## src/rtl/muldiv_iter_unit.sv

```systemverilog
// Iterative RV64M multiply/divide unit: shift-add multiply and restoring divide on magnitudes,
// one bit per cycle, with W-form support and a valid/ready handshake plus flush.
module muldiv_iter_unit #(
    parameter int unsigned XLEN = 64,
    parameter int unsigned WLEN = 32
) (
    input  logic            clk,
    input  logic            reset,
    input  logic            in_valid,
    output logic            in_ready,
    input  logic [2:0]      op,
    input  logic            w,
    input  logic [XLEN-1:0] a,
    input  logic [XLEN-1:0] b,
    input  logic            flush,
    output logic            out_valid,
    input  logic            out_ready,
    output logic [XLEN-1:0] result
);

    localparam int unsigned CW = $clog2(XLEN + 1);
    localparam logic [CW-1:0] LAST_X = CW'(XLEN - 1);
    localparam logic [CW-1:0] LAST_W = CW'(WLEN - 1);

    localparam logic [1:0] IDLE = 2'd0;
    localparam logic [1:0] BUSY = 2'd1;
    localparam logic [1:0] DONE = 2'd2;

    logic [1:0]        state;
    logic [CW-1:0]     cnt;
    logic [2:0]        op_hold;
    logic              w_hold;
    logic              neg_hold;
    logic              neg_rem_hold;
    logic [2*XLEN-1:0] acc;
    logic [2*XLEN-1:0] addend;
    logic [XLEN-1:0]   shreg;

    function automatic logic [XLEN-1:0] wfmt(input logic [XLEN-1:0] v, input logic wf);
        return wf ? {{(XLEN-WLEN){v[WLEN-1]}}, v[WLEN-1:0]} : v;
    endfunction

    // Request decode: effective operands, signs, magnitudes and the divide special cases.
    logic            is_div, w_eff, sgn_a, sgn_b, neg_a, neg_b, b_zero, div_ovf;
    logic [XLEN-1:0] a_ext, b_ext, a_mag, b_mag, min_neg, special_res;

    always_comb begin
        is_div = op[2];
        w_eff  = w & (op[2] | (op[1:0] == 2'd0));
        sgn_a  = op[2] ? ~op[0] : (op[1:0] != 2'd3);
        sgn_b  = op[2] ? ~op[0] : ~op[1];
        a_ext  = a;
        b_ext  = b;
        if (w_eff) begin
            a_ext = {{(XLEN-WLEN){sgn_a & a[WLEN-1]}}, a[WLEN-1:0]};
            b_ext = {{(XLEN-WLEN){sgn_b & b[WLEN-1]}}, b[WLEN-1:0]};
        end
        neg_a   = sgn_a & a_ext[XLEN-1];
        neg_b   = sgn_b & b_ext[XLEN-1];
        a_mag   = neg_a ? -a_ext : a_ext;
        b_mag   = neg_b ? -b_ext : b_ext;
        min_neg = w_eff ? {{(XLEN-WLEN+1){1'b1}}, {(WLEN-1){1'b0}}}
                        : {1'b1, {(XLEN-1){1'b0}}};
        b_zero  = (b_ext == '0);
        div_ovf = sgn_b & (a_ext == min_neg) & (&b_ext);
        if (b_zero) begin
            special_res = op[1] ? wfmt(a_ext, w_eff) : '1;
        end else begin
            special_res = op[1] ? '0 : wfmt(a_ext, w_eff);
        end
    end

    // One iteration step, plus the signed/W-formatted result used on the final step.
    logic [XLEN:0]     rem_shift, rem_next;
    logic              quo_bit;
    logic [2*XLEN-1:0] acc_next, addend_next, prod;
    logic [XLEN-1:0]   shreg_next, quo_fin, rem_fin, done_res;

    always_comb begin
        rem_shift = {acc[XLEN-1:0], shreg[XLEN-1]};
        quo_bit   = rem_shift >= {1'b0, addend[XLEN-1:0]};
        rem_next  = quo_bit ? rem_shift - {1'b0, addend[XLEN-1:0]} : rem_shift;
        if (op_hold[2]) begin
            acc_next    = {{(XLEN-1){1'b0}}, rem_next};
            addend_next = addend;
            shreg_next  = {shreg[XLEN-2:0], quo_bit};
        end else begin
            acc_next    = acc + (shreg[0] ? addend : '0);
            addend_next = addend << 1;
            shreg_next  = shreg >> 1;
        end
        prod    = neg_hold ? -acc_next : acc_next;
        quo_fin = neg_hold ? -shreg_next : shreg_next;
        rem_fin = neg_rem_hold ? -rem_next[XLEN-1:0] : rem_next[XLEN-1:0];
        if (!op_hold[2]) begin
            done_res = (op_hold[1:0] == 2'd0) ? wfmt(prod[XLEN-1:0], w_hold)
                                              : prod[2*XLEN-1:XLEN];
        end else begin
            done_res = op_hold[1] ? wfmt(rem_fin, w_hold) : wfmt(quo_fin, w_hold);
        end
    end

    assign in_ready  = (state == IDLE) && !reset && !flush;
    assign out_valid = (state == DONE);

    always_ff @(posedge clk) begin
        if (reset) begin
            state        <= IDLE;
            cnt          <= '0;
            op_hold      <= '0;
            w_hold       <= 1'b0;
            neg_hold     <= 1'b0;
            neg_rem_hold <= 1'b0;
            acc          <= '0;
            addend       <= '0;
            shreg        <= '0;
            result       <= '0;
        end else begin
            unique case (state)
                IDLE: begin
                    if (in_valid && in_ready) begin
                        op_hold      <= op;
                        w_hold       <= w_eff;
                        neg_hold     <= neg_a ^ neg_b;
                        neg_rem_hold <= neg_a;
                        acc          <= '0;
                        addend       <= {{XLEN{1'b0}}, b_mag};
                        // W divides run MSB-first, so park the dividend at the top.
                        shreg        <= (is_div && w_eff) ? a_mag << (XLEN - WLEN) : a_mag;
                        cnt          <= '0;
                        if (is_div && (b_zero || div_ovf)) begin
                            result <= special_res;
                            state  <= DONE;
                        end else begin
                            state  <= BUSY;
                        end
                    end
                end
                BUSY: begin
                    if (flush) begin
                        state <= IDLE;
                        cnt   <= '0;
                    end else begin
                        acc    <= acc_next;
                        addend <= addend_next;
                        shreg  <= shreg_next;
                        cnt    <= cnt + CW'(1);
                        if (cnt == (w_hold ? LAST_W : LAST_X)) begin
                            state  <= DONE;
                            result <= done_res;
                        end
                    end
                end
                DONE: begin
                    if (flush || out_ready) begin
                        state <= IDLE;
                        cnt   <= '0;
                    end
                end
                default: state <= IDLE;
            endcase
        end
    end

endmodule

```

## config.mk

```make
export PLATFORM = sky130hd
export DESIGN_NAME = muldiv_iter_unit
export DESIGN_NICKNAME = d
export VERILOG_FILES = /design/src/rtl/muldiv_iter_unit.sv
export SDC_FILE = /design/constraint.sdc
export NUM_CORES = 2
export LEC_CHECK = 0
export BUFFER_PORTS_ARGS = -buffer_cell sky130_fd_sc_hd__buf_4
export CORE_ASPECT_RATIO = 2
export CORE_MARGIN = 4
export CORE_UTILIZATION = 35
export DETAILED_ROUTE_END_ITERATION = 10
export HOLD_SLACK_MARGIN = 0.06
export PLACE_DENSITY_LB_ADDON = 0.2
export SKIP_LAST_GASP = 1
export SLEW_MARGIN = 20
export SYNTH_ARGS = -nofsm -noshare
export SYNTH_HDL_FRONTEND = slang
export SYNTH_SLANG_ARGS = --single-unit
```

## constraint.sdc

```tcl
create_clock -name clk -period 7.8 [get_ports clk]
set_input_delay 1.17 -clock clk [delete_from_list [all_inputs] [get_ports clk]]
set_output_delay 1.17 -clock clk [all_outputs]
set_load 0.1 [all_outputs]
```

# Word level (Yosys, flattened, before mapping)
# Cells that the tools add are included.
# classes
bitwise_logic,11
n_reduce_logical,22
n_addsub,8
magnitude_cmp,1
n_eq_ne,12
muxes,51
# op_table
operator,n
$mux 64,24
$mux 128,8
$pmux 128 s2,2
$neg 64->64,4
$pmux 64 s2,2
$add 128x128->128,1
$neg 128->128,1
$ge 65x64->1,1
$mux 65,1
$sub 65x64->65,1
$eq 64x64->1,1
$logic_not 64->1,1
$reduce_and 64->1,1
$mux 63,1
$mux 7,3
$pmux 7 s3,1
$mux 2,5
$reduce_and 3->1,3
$ne 2x2->1 const B,4
$add 7x1->7 const B,1
$and 1x1->1,7
$eq 7x6->1,1
$logic_not 2->1,3
$mux 6,1
17 further kinds,27
# totals
ff_bits,399
out_inout_bits,66
elab_cells,115
input_bits,137

# Logic depth before layout (Yosys ltp)
# depth
depth_word,12
ltp_mapped,27
depth_no_buf,23

# Worst setup path before layout
# Ideal clock, no wire load.
# synth_path
path_type,in2reg
startpoint,input port reset
endpoint,register result[26]
t_arrival_ps,6354
slack_ps,1361
cell_stages,10
required_ps,7714
path_buffers,4
setup_time_ps,86
path_cell_list,clkbuf_1 > nor4_1 > nand2_1 > nand2_1 > o21a_1 > clkbuf_1 > clkbuf_1 > clkbuf_1 > nor2_1 > a211oi_1
# synth_between
elab_chain_cells,6
# synth_rtl
item,line,source
from (decl),8,"input logic reset,"
$logic_not 1->1,103,assign in_ready = (state == IDLE) && !reset && !flush;
$logic_and 1x1->1 (2 in series),103,
via in_ready,10,"output logic in_ready,"
$logic_and 1x1->1,121,if (in_valid && in_ready) begin
$ne 2x1->1 (no line),-,
$reduce_and 5->1 (no line),-,
to (signal assigned),132,result <= special_res;
to (signal assigned),150,result <= done_res;
to (decl),18,output logic [XLEN-1:0] result
# The timed path passes the listed nets, and every way through them passes these cells.
# A chain may end at the register's enable or synchronous reset.

# Worst setup path in the final report
# layout_path
startpoint,register shreg[0]
endpoint,register result[58]
# layout_between
elab_chain_cells,11
elab_cells_between_ends,16
cone_classes,add/sub: 3; mux: 13
# layout_rtl
item,line,source
from (decl),37,logic [XLEN-1:0] shreg;
from (signal assigned),129,shreg <= (is_div && w_eff) ? a_mag << (XLEN - WLEN) : a_mag;
from (signal assigned),146,shreg <= shreg_next;
$mux 128,88,acc_next = acc + (shreg[0] ? addend : '0);
$add 128x128->128,88,
$mux 128,83,if (op_hold[2]) begin
$neg 128->128,92,prod = neg_hold ? -acc_next : acc_next;
$mux 128,92,
$mux 64,40,"return wf ? {{(XLEN-WLEN){v[WLEN-1]}}, v[WLEN-1:0]} : v;"
$mux 64,96,"done_res = (op_hold[1:0] == 2'd0) ? wfmt(prod[XLEN-1:0], w_hold)"
$mux 64 *,95,if (!op_hold[2]) begin
$mux 64 *,148,if (cnt == (w_hold ? LAST_W : LAST_X)) begin
$mux 64 *,140,if (flush) begin
$pmux 64 s2 *,119,unique case (state)
# Mark *: on every way between the ends. The rest lies on a longest branch, timed or not. The select of a mux whose other input is x is not followed.

==> results by group <==
Outcome
  – Outcome: finished clean

Global routing
  – GR Layer Usage met3: 0.0870
  – First-pass GRT wire length: roughly 470 mm
  – GR Layer Usage met1: 0.440
  – Largest net degree at the start of global routing: ~160
  – Grt ovf: 0
  – Most crowded layer after global routing: met2
  – GR Layer Usage met2: 0.736
  – Total global-route track usage: 0.445
  – Vias in the first global route: just over 60000
  – Initial antenna violation count: 17

Timing
  – Minimum clock period: 7780 ps
  – Worst hold margin: 452 ps
  – Tightest Pin Transition: 1350 ps
  – Final setup fails: 0
  – Tcrit/Tclk final: 0.997
  – Peak Freq: between 100 and 150 MHz
  – Pins Over Slew Limit: 0
  – Worst Skew: 53.4 ps
  – Worst rel slew slack: 0.0990
  – Final worst slack: 20.3 ps
  – Fin. Hold Viols: 0
  – RSZ-0062 raised after global routing: false

Routing
  – Vias/cell: 6.65
  – 1st-pass router iterations: 7
  – Detail Route Antenna Nets: 0
  – DRC: 0
  – Iteration-0 DRC count of the detailed router: 7190
  – DR WL/cell: 35.6 µm
  – Vias post-DR: approximately 64000
  – Final wirelength: 343 mm

Setup path
  – Crit path kind: flip-flop to flip-flop
  – Flop-to-flop setup slack: 20 ps
  – R2r endpoint: result[58]$_SDFFE_PP0P_
  – Crit Reg-Reg Startpoint: shreg[0]$_SDFFE_PP0P_
  – CP Capture Type: flip-flop
  – Critical Path RT: 8400 ps
  – Worst r2r path cells: 20
  – Worst Setup Start Kind: flip-flop
  – Worst Setup EP: result[58]$_SDFFE_PP0P_
  – Max FO, Critical Path: 32
  – Worst Setup SP: shreg[0]$_SDFFE_PP0P_
  – WP data arrival: 8380 ps

Finish
  – Share of layout cells above drive strength 1: 0.142
  – Area growth syn-to-layout: 16.7%
  – Multi-input gate area: about 39000 µm²
  – Fill cells: about 15000
  – Final net count: 8067
  – Final std cells w/o fill: 9632
  – Register Area: 8000 µm²

Yosys
  – Prevailing post-synth register cell: dfxtp_1
  – Synth unique cells: between 100 and 150
  – Synth Cell Area: 49200 µm²
  – Number of synthesized flops with an enable pin: 0
  – YS warnings: 0
  – Register area share after synthesis: 0.162
  – Syn nets: 7760
  – Post-synth ARST share: 0
  – Syn avg cell area: around 6.6 µm²
  – Mapped Cells: 7423
  – Yosys reg bits: 399

Clocking
  – Setup bufs post-CTS: 0
  – Clk_lat worst skew: 710 ps
  – CTS Buffer Depth: 3
  – CTS tree: done
  – CTS Hold Bufs: 0
  – Root Driver: clkbuf_16
  – Clock sinks: 399
  – CTS buffer count: 45
  – H-tree Lvls: 2
  – Cts repair resizes: 1
  – Clk pin slew, worst setup/hold paths: ~70 ps

Pwr
  – Pwr per Cell Area: 192 nW/µm²
  – NetSw: about 5.7 mW
  – Static Leak: 22.5 nW
  – Clock Power Share: 0.218
  – Max IR drop VDD: between 0.00015 and 0.0002 V
  – Sw Share: 0.518
  – Sequential Power Share: 0.204
  – Comb pwr share: 0.578
  – Cell-internal power: 5.32 mW

Floorplan
  – Height of the die: 538 µm
  – Die width: 273 µm
  – Core area: 140000 µm²
  – I/O pin count: 203
  – Initial Utilization: 0.352
  – Die area: ~150000 µm²
  – Row cnt: 194

Placed design
  – Routability cong.: 1.15
  – DP Wirelength: about 280 mm
  – DP Worst Slack: -77.9 ps
  – Port bufs: 202
  – Dpl cells: 9541

Min path
  – Hold Path Class: flip-flop to flip-flop

Flow run
  – Total of max-cap violations: 0
[power by group through the flow]
stage | Sequential, mW | Combinational, mW | Clock [mW]
after floorplan | 2.30 | 3.04 | 0
after CTS | 2.25 | 6.10 | 2.43
final | 2.26 | 6.39 | 2.41
after global placement | 2.29 | 6.08 | 0
after detailed placement | 2.30 | 6.07 | 0
after global routing | 2.26 | 6.56 | 2.48
[layer usage]
metal	vias up	wire, µm	part of all wire
met5	-	47	0.00014
li1	28100	-	-
met4	8	49700	0.14
met2	3672	158000	0.46
met3	1424	24500	0.071
met1	30800	111000	0.32
[synth_stat cells, types with 36 or more instances]
cell	n	area share
nand2_1	807	0.062
buf_2	55	0.0056
ha_1	198	0.050
buf_1	48	0.0037
mux2_2	55	0.013
o21bai_1	41	0.0063
a22oi_1	44	0.0067
and2_1	168	0.021
nand2b_1	41	0.0052
nand4_1	160	0.020
xnor2_1	241	0.043
nand3_1	297	0.030
inv_1	141	0.011
nor2_1	853	0.065
nor3_1	228	0.023
o21ai_0	569	0.058
xor2_1	189	0.034
a221oi_1	61	0.011
o31ai_1	97	0.015
and3_1	36	0.0046
dfxtp_1	399	0.16
a211oi_1	172	0.026
a31oi_1	127	0.016
clkbuf_1	429	0.033
a21oi_1	825	0.084
mux2i_1	89	0.018
o211ai_1	72	0.011
or3_1	81	0.010
a21o_1	94	0.014
maj3_1	44	0.0089
o21a_1	52	0.0079
nor4_1	72	0.0091
[placed cells by master (no fill, tap or decap), drive strengths merged, types with 28 or more instances in the layout]
| cell type | n |
|---|---|
| nor2 | 855 |
| a21oi | 829 |
| buf | 810 |
| nand2 | 807 |
| o21ai | 583 |
| dfxtp | 399 |
| nand3 | 297 |
| xnor2 | 241 |
| nor3 | 228 |
| ha | 198 |
| xor2 | 189 |
| a211oi | 173 |
| and2 | 169 |
| nand4 | 164 |
| inv | 147 |
| a31oi | 127 |
| o31ai | 98 |
| a21o | 94 |
| mux2i | 89 |
| or3 | 82 |
| nor4 | 76 |
| o211ai | 72 |
| a221oi | 61 |
| clkbuf | 56 |
| mux2 | 55 |
| o21a | 52 |
| a22oi | 44 |
| maj3 | 44 |
| o21bai | 41 |
| nand2b | 41 |
| or4 | 37 |
| and3 | 36 |
| a311oi | 36 |
| or2 | 35 |
| o41ai | 33 |
| nor2b | 31 |
| a21boi | 28 |
[flip-flops by register name (all words and copies together) (netlist names)]
register	cells
acc	128
op_hold	3
w_hold	1
cnt	7
addend	128
state	2
neg_hold	1
result	64
shreg	64
neg_rem_hold	1
[worst max-delay path, cell delays in order (launching register included)]
cell and delay, ps:
dfxtp_4 530, buf_4 360, and2_1 180, ha_1 380, nand4_1 500, nor2_1 770
nand2_1 300, nor4_2 620, o31ai_2 360, nand2_1 220, a41oi_1 140, mux2i_1 350
buf_4 180, nand4bb_1 250, or4_1 610, nor4_1 570, nand3_1 220, o41ai_1 360
xor2_1 300, o2111ai_1 150, a32o_1 290
[worst min-delay path by stage]
stage | startpoint | end | depth (start not counted)
after global routing | addend[90]$_SDFFE_PP0P_ | addend[91]$_SDFFE_PP0P_ | 2
after detailed placement | result[32]$_SDFFE_PP0P_ | result[32]$_SDFFE_PP0P_ | 2
final | addend[125]$_SDFFE_PP0P_ | addend[126]$_SDFFE_PP0P_ | 2
after CTS | addend[125]$_SDFFE_PP0P_ | addend[126]$_SDFFE_PP0P_ | 2
after floorplan | acc[117]$_SDFFE_PP0P_ | acc[117]$_SDFFE_PP0P_ | 2
after global placement | acc[117]$_SDFFE_PP0P_ | acc[117]$_SDFFE_PP0P_ | 2
[through the flow]
| step | TNS, ps | instance area [µm²] | total power, mW | util |
|---|---|---|---|---|
| floorplan | 0 | 49200 | 5.34 | - |
| CTS | 0 | 57300 | 10.8 | 0.410 |
| finish | 0 | 57500 | 11.1 | 0.411 |
| global placement | -1860 | 55800 | 8.37 | 0.399 |
| global route | 0 | 57500 | 11.3 | 0.411 |
| detailed placement | -111 | 55800 | 8.36 | 0.399 |
[logic make-up after synthesis]
kind of cell               after synthesis  share of synthesized area
AOI/OAI and AO/OA                     2555                      0.329
muxes                                  144                     0.0307
xor gates and xnor gates               430                     0.0765
adders and majority gates              244                     0.0601
and+or+nand+nor                       2958                      0.286
buffers and inverters                  693                     0.0561
DFF                                    399                      0.162
[final cells by class]
class                   instances  share of cell area
diodes                          6            0.000261
clock buffers                  56              0.0210
clock inverters                25             0.00542
inverters                     143             0.00938
multi-input cells            6331               0.675
flip-flops and latches        399               0.139
well taps                    1862              0.0405
repair buffers                810               0.109
Power figures use the tool's default switching activity.
